File: config.mk
export PLATFORM = sky130hd
export DESIGN_NAME = countdown_timer_mmss
export DESIGN_NICKNAME = d
export VERILOG_FILES = /design/src/rtl/countdown_timer_mmss.sv
export SDC_FILE = /design/constraint.sdc
export NUM_CORES = 1
export LEC_CHECK = 0
export BUFFER_PORTS_ARGS = -buffer_cell sky130_fd_sc_hd__buf_2
export CORE_MARGIN = 4
export CORE_UTILIZATION = 50
export DETAILED_ROUTE_END_ITERATION = 10
export GPL_TIMING_DRIVEN = 0
export PLACE_DENSITY_LB_ADDON = 0.12
export SYNTH_ARGS = -nofsm -noshare
export SYNTH_HDL_FRONTEND = slang
export SYNTH_SLANG_ARGS = --single-unit
export TNS_END_PERCENT = 20
File: constraint.sdc
create_clock -name clk -period 4.3 [get_ports clk]
set_input_delay 0.645 -clock clk [delete_from_list [all_inputs] [get_ports clk]]
set_output_delay 0.645 -clock clk [all_outputs]
set_load 0.005 [all_outputs]
File: src/rtl/countdown_timer_mmss.sv
// countdown_timer_mmss: loadable mm:ss down-counter decremented by a shared 1 Hz tick
// Optional feature macro: AUTO_RELOAD_EN (restart from the last loaded value at expiry)
// Ports:
//   clk, rst            clock, asynchronous active-high reset
//   tick                1-cycle seconds strobe
//   load/load_min/sec   load (clamped) start time into count and reload registers
//   start/pause/clear   run control; priority clear > load > pause > start > tick
//   min_count/sec_count current time
//   running/done        state levels (RUN / DONE)
//   expire_pulse        1-cycle registered pulse after the edge that reaches 00:00
//   min_borrow          combinational: seconds about to borrow from minutes
module countdown_timer_mmss #(
   parameter int MAX_MIN = 59,
   parameter int SEC_MAX = 59
) (
   input  logic       clk,
   input  logic       rst,
   input  logic       tick,
   input  logic       load,
   input  logic [5:0] load_min,
   input  logic [5:0] load_sec,
   input  logic       start,
   input  logic       pause,
   input  logic       clear,
   output logic [5:0] min_count,
   output logic [5:0] sec_count,
   output logic       running,
   output logic       done,
   output logic       expire_pulse,
   output logic       min_borrow
);
   typedef enum logic [1:0] {IDLE, RUN, PAUSE, DONE} state_t;
   localparam logic [5:0] MAX_MIN_V = 6'(MAX_MIN);
   localparam logic [5:0] SEC_MAX_V = 6'(SEC_MAX);
   state_t state_q, state_d;
   logic [5:0] min_q, min_d, sec_q, sec_d;
   logic exp_q, exp_d;
   logic [5:0] ld_min, ld_sec;
   logic nonzero;
   assign ld_min = load_min > MAX_MIN_V ? MAX_MIN_V : load_min;
   assign ld_sec = load_sec > SEC_MAX_V ? SEC_MAX_V : load_sec;
   assign nonzero = (min_q != '0) || (sec_q != '0);
`ifdef AUTO_RELOAD_EN
   logic [5:0] rel_min_q, rel_min_d, rel_sec_q, rel_sec_d;
   always_ff @(posedge clk or posedge rst)
      if (rst) begin
         rel_min_q <= '0;
         rel_sec_q <= '0;
      end else begin
         rel_min_q <= rel_min_d;
         rel_sec_q <= rel_sec_d;
      end
   assign rel_min_d = load && !clear ? ld_min : rel_min_q;
   assign rel_sec_d = load && !clear ? ld_sec : rel_sec_q;
`endif
   always_ff @(posedge clk or posedge rst)
      if (rst) begin
         state_q <= IDLE;
         min_q   <= '0;
         sec_q   <= '0;
         exp_q   <= 1'b0;
      end else begin
         state_q <= state_d;
         min_q   <= min_d;
         sec_q   <= sec_d;
         exp_q   <= exp_d;
      end
   always_comb begin
      state_d = state_q;
      min_d   = min_q;
      sec_d   = sec_q;
      exp_d   = 1'b0;
      if (clear) begin
         state_d = IDLE;
         min_d   = '0;
         sec_d   = '0;
      end else if (load) begin
         min_d   = ld_min;
         sec_d   = ld_sec;
         state_d = state_q == DONE ? IDLE : state_q;
      end else if (pause) begin
         state_d = state_q == RUN ? PAUSE : state_q;
      end else if (start) begin
         // starting from 00:00 would expire without ever counting, so it is ignored
         state_d = (state_q == IDLE || state_q == PAUSE) && nonzero ? RUN : state_q;
      end else if (state_q == RUN && tick) begin
         if (sec_q != '0) sec_d = sec_q - 6'd1;
         else if (min_q != '0) begin
            sec_d = SEC_MAX_V;
            min_d = min_q - 6'd1;
         end
         // only 00:01 decrements into 00:00
         if (min_q == '0 && sec_q == 6'd1) begin
            exp_d   = 1'b1;
            state_d = DONE;
`ifdef AUTO_RELOAD_EN
            if (rel_min_q != '0 || rel_sec_q != '0) begin
               min_d   = rel_min_q;
               sec_d   = rel_sec_q;
               state_d = RUN;
            end
`endif
         end
      end
   end
   assign min_count    = min_q;
   assign sec_count    = sec_q;
   assign running      = state_q == RUN;
   assign done         = state_q == DONE;
   assign expire_pulse = exp_q;
   assign min_borrow   = state_q == RUN && tick && sec_q == '0 && min_q != '0;
endmodule

==> results of run 1 <==
==> layer usage <==
layer | wire [um] | vias to the layer above | GRT usage (%)
met4 | 47 | 0 | 6.291
met2 | 1454 | 63 | 32.14
met3 | 283 | 7 | 3.620
met1 | 1427 | 561 | 29.29
met5 | 0 | - | 0
li1 | - | 625 | -
==> power groups by stage <==
stage	logic [mW]	registers (mW)	clock network (mW)
6_report	0.121	0.169	0.0848
5_1_grt	0.134	0.171	0.0941
4_1_cts	0.121	0.168	0.0857
3_5_place_dp	0.120	0.171	0
3_3_place_gp	0.117	0.171	0
2_1_floorplan	0.0804	0.168	0
==> critical path: cells and delay by family (launching register included) <==
kind / cells / cell delay [ns]
and+or+nand+nor: 2 / 0.53
AOI/OAI and AO/OA: 1 / 0.39
DFF: 1 / 0.46
buffers and inverters: 1 / 0.14
==> registers in the layout, summed over array words and instances (netlist names) <==
| name | cells |
|---|---|
| min_count | 6 |
| sec_count | 6 |
| state_q | 2 |
| expire_pulse | 1 |
==> cell families after synthesis <==
group / synth area share [%]
AO/OA/AOI/OAI: 24.72
XOR/XNOR: 1.442
adder cells (fa/ha/maj): 5.149
buffers and inverters: 5.046
flip-flops: 30.90
AND/OR/NAND/NOR: 32.75
==> worst max-delay path by stage <==
| stage | from | to | slack [ns] |
|---|---|---|---|
| 6_report | min_count[2] | min_borrow | 1.85 |
| 2_1_floorplan | clear | state_q[0] | 2.25 |
| 4_1_cts | min_count[2] | min_borrow | 1.85 |
| 3_5_place_dp | clear | state_q[0] | 2.02 |
| 3_3_place_gp | tick | sec_count[5] | 2.03 |
| 5_1_grt | min_count[2] | min_borrow | 1.72 |
==> layout make-up <==
| class | instances | area (sq um) | area share, % |
|---|---|---|---|
| Multi-Input combinational cell | 113 | 778.2 | 53.81 |
| Sequential cell | 15 | 375.4 | 25.95 |
| Timing Repair Buffer | 34 | 170.2 | 11.76 |
| Inverter | 10 | 37.54 | 2.595 |
| Tap cell | 28 | 35.03 | 2.422 |
| Clock buffer | 4 | 26.28 | 1.817 |
| Buffer | 6 | 23.77 | 1.644 |
==> cell usage in the layout, fill, tap and decap left out, types with 3 or more instances in the layout <==
master    count
buf_2        35
dfrtp_1      15
nor2_1       13
nand2_1      11
inv_1        10
o21ai_0       7
clkbuf_1      5
nor2b_1       5
or3_1         5
nand4_1       5
nand3_1       5
o211ai_1      5
ha_1          5
nor3_1        4
o311ai_0      4
nor4_1        4
nand2b_1      3
clkbuf_4      3
==> per-stage QoR <==
stage | area, sq um | setup WS, ns | power (mW)
after floorplan | 1215 | 2.246 | 0.2489
after global placement | 1420 | 2.030 | 0.2880
after detailed placement | 1420 | 2.015 | 0.2910
after CTS | 1446 | 1.846 | 0.3748
after global routing | 1446 | 1.723 | 0.4000
final | 1446 | 1.847 | 0.3746
==> run metrics, run 1 <==
CTS tree done; Site Rows 17; fin util between 60 and 70%; Req. time, crit path roughly 3.7 ns; Worst EP arrival ~1.8 ns; CP peak stage delay 0.46 ns; FMAX ~410 MHz; sequential share of the synthesized area between 30% and 40%; CTS hold repair buffers 0; number of buffers on the longest clock path 2; DR pass1 iterations 4; Vias ~1300; outcome finished clean; Root Driver clkbuf_4; antenna violations before repair 0; Fin Setup TNS 0 ns; ranking of synthesized cells by area dfrtp_1 31%, ha_1 5.1%, nor2_1 4.0%; worst reg2reg path endpoint sec_count[5]; Post-Route WL ~3.2 mm; relative slew slack approximately three fifths; top-count cell post-synth dfrtp_1; worst min path class input port to asynchronous set/reset pin; EDFF count, synth 0; Post-Synthesis Cell Area 0.001215 sq mm; WS Path Type flop to output pin; Total GRT Usage 20.68%; Max Clock Skew between 0.01 and 0.015 ns; Vert. Die Dim 57.30 um; WL per Instance roughly 15 um; min Tclk post-route approximately 2.5 ns; Slew Limit Fails 0; CORE AREA 0.002255 sq mm; Ports 35; Clock Latency Late Sink ~0.29 ns; Maximum Capacitance Violations 0; top cells by count, synth 15 x dfrtp_1, 13 x nor2_1, 11 x nand2_1; Reg clk slew, reported paths 0.10 ns; ys async rst share 100.0%; PwrDens approximately 260 mW/mm^2; number of I/O port buffers 34; number of synthesis warnings 0; Post-Syn Nets 168; crit start category flop; P_leak around 0.65 nW; gpl congestion roughly 0.84; cell taking the most area after synthesis dfrtp_1; H-tree depth 1; Switching Fraction about 36%; vias per inst about 6.0; first-pass GRT wire length about 5.4 mm; pin count of the biggest net entering global routing 16; Tightest Pin Transition between 0.5 and 0.6 ns; Syn Inst Count roughly 140; crit share post-route between 50% and 60%; DRC Markers 0; Cell variety after synth 46; CP Capture Type output pin; Layout fillers around 210; Crit Path Max Fanout 8; # diodes 0; peak supply drop between 150 and 200 uV; clock network power share between 20% and 30%; Synth Flop Type dfrtp_1; Worst R2R Setup Slack approximately 2.2 ns; unrepaired setup endpoints after global routing false; Combinational Power Share about a third; reg2reg start state_q[1]; Non-Filler Instances 210; crit-path cells or3_1, o211ai_2, nor2_1, buf_2; Worst Hold Margin about 0.4 ns; post-synth top area share a little under a third; total gr overflow 0; cts repair resizes 0; Antenna Nets Post-Route 0; die width roughly 57 um; # nets final around 210; crit path max-delay cell type dfrtp_1; share of cells above drive strength 1 26.92%; #FFs+latches synth 15; DRT iter0 DRCs 50; die area ~0.0033 sq mm; worst r2r path cells 5; sequential share of power a little under half; internal power roughly 0.24 mW; DPL Wire Length 2.443 mm; sw power between 0.1 and 0.15 mW; Area growth syn-to-layout 19.05%; Post-Syn Area per Cell approximately 8.4 sq um; CTS sink count 15; Initial Utilization between 50 and 60%; vias in the first global route 1165; Num CTS Buffers 3; Final Hold Viols 0; Final setup viols 0; Inst Count DP ~200; postcts setup bufs 0
Power figures use the tool's default switching activity.
==> inputs of run 2 (changes only) <==
ABC_AREA = 1   (was unset)
CORE_UTILIZATION = 47   (was 50)
clock period = 2 ns   (was 4.3 ns; I/O delays follow)
==> run metrics, run 2 <==
Multi-input gate area 742.0 sq um (-4.7%); post-synthesis mux area share 0% (unchanged); worst r2r path cells 7 (+2); CTS tree done; pin count of the biggest net entering global routing 16 (unchanged); number of I/O port buffers 34 (unchanged); CP Capture Type output pin; commonest non-fill, non-tap cell in the layout nand2_1; unrepaired setup endpoints after global routing false; Post-Syn Area per Cell 7.093 sq um (-16%); cell taking the most area after synthesis dfrtp_1; Antenna Nets Post-Route 0 (unchanged); post-synth top area share 30.24% (-0.65 points); worst min path class input port to asynchronous set/reset pin; reg2reg start sec_count[1]; Max Clock Skew 0.006011 ns (-0.006814 ns); CP peak stage delay 0.39 ns (-0.07 ns); DPL Wire Length 2.306 mm (-5.6%); Initial Utilization 49.65% (-4.2 points); antenna violations before repair 0 (unchanged); crit start category flop; total gr overflow 0 (unchanged); Synth Flop Type dfrtp_1; DR pass1 iterations 5 (+1); vias in the first global route 1154 (-0.94%); # diodes 0 (unchanged); die area 0.003527 sq mm (+7.4%); Worst R2R Setup Slack 0.40 ns (-1.82 ns); first-pass GRT wire length 4.802 mm (-11%); Clock Latency Late Sink 0.28 ns (about the same); number of buffers on the longest clock path 2 (unchanged); post-synthesis adder-cell area fraction 5.040% (-0.11 points); Site Rows 18 (+1); FMAX ~540 MHz; Num CTS Buffers 3 (unchanged); H-tree depth 1 (unchanged); Tightest Pin Transition 0.6087 ns (+0.01512 ns); # nets final 238 (+15%); DRT iter0 DRCs 37 (-26%); CORE AREA 0.002500 sq mm (+11%); WS Path Type flop to output pin; crit path max-delay cell type dfrtp_1; worst reg2reg path endpoint sec_count[4]; Post-Synthesis Cell Area 0.001241 sq mm (+2.2%); top cells by count, synth 55 x nand2_1, 23 x inv_1, 15 x dfrtp_1; Crit Path Max Fanout 7 (-1); Fin Setup TNS 0 ns (unchanged); Area growth syn-to-layout 18.95% (about the same); Synth Area in Compound Gates 14.42% (-10 points); PwrDens 619.4 mW/mm^2 (+140%); ys async rst share 100.0% (unchanged); P_leak 0.8103 nW (+25%); min Tclk post-route 1.866 ns; ranking of synthesized cells by area dfrtp_1 30%, nand2_1 17%, inv_1 7.0%; Syn Inst Count 175 (+22%); Cell variety after synth 27 (-41%); share of cells above drive strength 1 30.99% (+4.1 points); sequential share of the synthesized area 30.24% (-0.65 points); CTS hold repair buffers 0 (unchanged); Slew Limit Fails 0 (unchanged); Total GRT Usage 17.85% (-2.8 points); Maximum Capacitance Violations 0 (unchanged); Post-Route WL 2.825 mm (-12%); vias per inst 4.984 (-17%); critical path depth in cells 7 (+3); gpl congestion 0.8606 (+2.3%); WL per Instance 11.63 um (-24%); Ports 35 (unchanged); fin util 59.06% (-5.1 points); CTS sink count 15 (unchanged); top-count cell post-synth nand2_1; Worst EP arrival 1.57 ns (-0.24 ns); register area 375.4 sq um (unchanged); outcome finished clean; Buf/Inv on CP 3 (+2); Final Hold Viols 0 (unchanged); delay-heaviest family, CP flip-flops; most frequent cells in the layout 55 x nand2_1, 35 x buf_2, 22 x inv_1; DRC Markers 0 (unchanged); Vias 1211 (-3.6%); relative slew slack 59.38% (-1.0 points); Synth Area in Simple Gates 39.62% (+6.9 points); peak supply drop 423.7 uV (+120%); EDFF count, synth 0 (unchanged); Final setup viols 0 (unchanged); Root Driver clkbuf_4; crit share post-route around 93%; xor/xnor share of the synthesized area 0.7056% (-0.74 points); die width 59.39 um (+3.7%); critical path endpoint min_borrow; Worst Hold Margin 0.06881 ns (-0.3306 ns); Post-Syn Nets 199 (+18%); Layout fillers 253 (+22%); main combinational cell family by area after synthesis simple AND/OR/NAND/NOR gates; CP Launch Point sec_count[1]; Reg clk slew, reported paths 0.10 ns (about the same); number of synthesis warnings 0 (unchanged); #FFs+latches synth 15 (unchanged); crit-path cells inv_1, ha_1, nand3_4, inv_2, nand2_1, nor2_1, buf_2; Vert. Die Dim 59.39 um (+3.7%); Req. time, crit path 1.70 ns (-1.95 ns); postcts setup bufs 0 (unchanged)
## run 2: cell types whose count changed after synthesis, moves of 5 or more
cell / before / now
nand2_1: 11 / 55
inv_1: 10 / 23
o21ai_2: 0 / 9
nand3_1: 5 / 12
nor2b_1: 5 / 0
or3_1: 5 / 0
## run 2: timing repair
item | in CTS | in global routing
gates resized for setup | 0 | 1
hold endpoints to repair | 0 | 0
endpoints found under the setup margin | 0 | 1
## run 2: worst min-delay path by stage
stage               from      endpoint  slack (ns)  cells after the start
floorplan            rst  expire_pulse        0.20                      1
global placement     rst  min_count[5]        0.38                      2
CTS                  rst  min_count[5]        0.08                      2
global route         rst  min_count[2]        0.08                      2
finish               rst  min_count[5]        0.07                      2
detailed placement   rst  expire_pulse        0.40                      2
## run 2: cell families after synthesis
logic type | count (synthesis)
buf+inv | 28
flops | 15
fa+ha+maj | 5
compound gates | 28
xor+xnor | 1
simple gates | 98
## run 2: cell type report
class / count / share of cell area, %
inverters: 25 / 6.356
plain buffers: 3 / 2.034
multi-input cells: 132 / 50.25
clock buffers: 3 / 1.525
repair buffers: 34 / 11.53
flip-flops and latches: 15 / 25.42
clock inverters: 1 / 0.3390
well taps: 30 / 2.542
## run 2: through the flow
step	setup slack, ns	power (mW)	cells	cell area [sq um]
finish	0.1336	0.9144	243	1476
global route	0.004048	1.003	243	1476
CTS	0.06554	0.9289	243	1476
detailed placement	0.3684	0.7464	239	1449
global placement	0.4244	0.7340	239	1449
floorplan	0.5652	0.6354	175	1241
## run 2: per-layer routing
| layer | up-vias | wire, um | global-route usage [%] |
|---|---|---|---|
| met4 | 0 | 18 | 5.825 |
| met1 | 539 | 1284 | 21.72 |
| li1 | 640 | - | - |
| met5 | - | 0 | 0 |
| met2 | 28 | 1385 | 31.36 |
| met3 | 4 | 137 | 3.268 |
## run 2: where the power goes
group / internal [mW] / switching, mW / total, mW
combinational: 0.142 / 0.218 / 0.360
sequential: 0.338 / 0.0400 / 0.378
clock: 0.0742 / 0.102 / 0.176
==> inputs of run 3 (changes only) <==
CORE_UTILIZATION = 50   (was 47)
clock period = 1.95 ns   (was 2 ns; I/O delays follow)
==> run metrics, run 3 (synthesis results as in run 2) <==
Worst R2R Setup Slack 0.38 ns (-0.02 ns); pin count of the biggest net entering global routing 16 (unchanged); CP peak stage delay 0.39 ns (about the same); FMAX 540.5 MHz; H-tree depth 1 (unchanged); first-pass GRT wire length 4.788 mm (-0.29%); CORE AREA 0.002297 sq mm (-8.1%); Worst EP arrival 1.56 ns (about the same); Tightest Pin Transition 0.6003 ns (-0.008321 ns); crit-path cells inv_1, ha_1, nand3_4, inv_2, nand2_1, nor2_1, buf_2; share of cells above drive strength 1 30.52% (-0.47 points); Final Hold Viols 0 (unchanged); Top Layer Used met4; Slew Limit Fails 0 (unchanged); Buf/Inv on CP 3 (unchanged); met2 wire len 1.338 mm (-3.4%); Root Driver clkbuf_4; CTS hold repair buffers 0 (unchanged); commonest non-fill, non-tap cell in the layout nand2_1; Num CTS Buffers 3 (unchanged); vias in the first global route 1133 (-1.8%); DPL Wire Length 2.268 mm (-1.6%); Ports 35 (unchanged); crit share post-route roughly 95%; Crit Path Max Fanout 7 (unchanged); Clock Latency Late Sink 0.29 ns (about the same); relative slew slack 59.93% (+0.56 points); number of I/O port buffers 34 (unchanged); Req. time, crit path 1.66 ns (-0.04 ns); met1 wire length 1.240 mm (-3.4%); Vias 1240 (+2.4%); vias per inst 5.145 (+3.2%); reg2reg start sec_count[1]; fin util 64.11% (+5.0 points); P_leak 0.8076 nW (-0.34%); worst min path class input port to asynchronous set/reset pin; gpl congestion 0.8531 (-0.87%); die area 0.003344 sq mm (-5.2%); Post-Route WL 2.851 mm (+0.92%); CP Launch Point sec_count[1]; # nets final 238 (unchanged); Vert. Die Dim 57.83 um (-2.6%); delay-heaviest family, CP buffers and inverters; CP Capture Type output pin; total gr overflow 0 (unchanged); DRT iter0 DRCs 54 (+46%); most frequent cells in the layout 55 x nand2_1, 35 x buf_2, 22 x inv_1; WL met3 211 um (+54%); die width 57.83 um (-2.6%); DRC Markers 0 (unchanged); CTS tree done; CTS sink count 15 (unchanged); Final setup viols 0 (unchanged); Initial Utilization 54.03% (+4.4 points); Antenna Nets Post-Route 0 (unchanged); WS Path Type flop to output pin; Fin Setup TNS 0 ns (unchanged); postcts setup bufs 0 (unchanged); outcome finished clean; crit start category flop; Max Clock Skew 0.004495 ns (-0.001516 ns); Site Rows 17 (-1); unrepaired setup endpoints after global routing false; min Tclk post-route about 1.9 ns; WL per Instance 11.83 um (+1.8%); peak supply drop 420.1 uV (-0.86%); antenna violations before repair 0 (unchanged); Maximum Capacitance Violations 0 (unchanged); crit path max-delay cell type dfrtp_1; DR pass1 iterations 4 (-1); # diodes 0 (unchanged); PwrDens 641.7 mW/mm^2 (+3.6%); Area growth syn-to-layout 18.65%; Total GRT Usage 18.00% (+0.15 points); number of buffers on the longest clock path 2 (unchanged); Reg clk slew, reported paths 0.10 ns (about the same)
[run 3: cell types whose count changed in the layout (fill, tap and decap cells not counted)]
cell and delta:
clkinv_2 -1, clkbuf_1 +1
[run 3: worst paths after layout]
path / to / cells after the start
setup / recovery: min_borrow / 7
hold / removal: min_count[4] / 2
setup reg to reg: sec_count[3] / 7
hold reg to reg: state_q[1] / 2
max in group asynchronous: min_count[5] / 2
min in group clk: expire_pulse / 3
[run 3: per-layer routing]
| layer | track usage (%) | vias to the layer above |
|---|---|---|
| li1 | - | 631 |
| met1 | 23.66 | 557 |
| met2 | 30.16 | 45 |
| met3 | 2.450 | 7 |
| met4 | 6.291 | 0 |
| met5 | 0 | - |
[run 3: power breakdown]
part           internal, mW  switching, mW
Sequential            0.347         0.0397
Combinational         0.145          0.227
Clock                0.0796          0.107
[run 3: layout make-up]
type	instances	area (sq um)
tap	28	35.03
sequential	15	375.4
fill	215	824.5
clock buffer	4	26.28
multi-input combinational	132	742.0
timing repair buffer	34	170.2
buffer	3	30.03
inverter	25	93.84
[run 3: what timing repair did]
| action | 4_1_cts | 5_1_grt |
|---|---|---|
| hold endpoints to repair | 0 | 0 |
| resized for setup | 0 | 1 |
| endpoints found under the setup margin | 0 | 1 |
[run 3: through the flow]
| stage | instance area, sq um | worst slack, ns | total power [mW] | hold WS [ns] | cells |
|---|---|---|---|---|---|
| floorplan | 1241 | 0.5152 | 0.6517 | 0.1940 | 175 |
| global placement | 1446 | 0.3523 | 0.7531 | 0.3820 | 237 |
| detailed placement | 1446 | 0.3234 | 0.7660 | 0.3895 | 237 |
| CTS | 1473 | 0.05035 | 0.9567 | 0.07043 | 241 |
| global route | 1473 | 0.01110 | 1.025 | 0.1024 | 241 |
| finish | 1473 | 0.09986 | 0.9450 | 0.04991 | 241 |
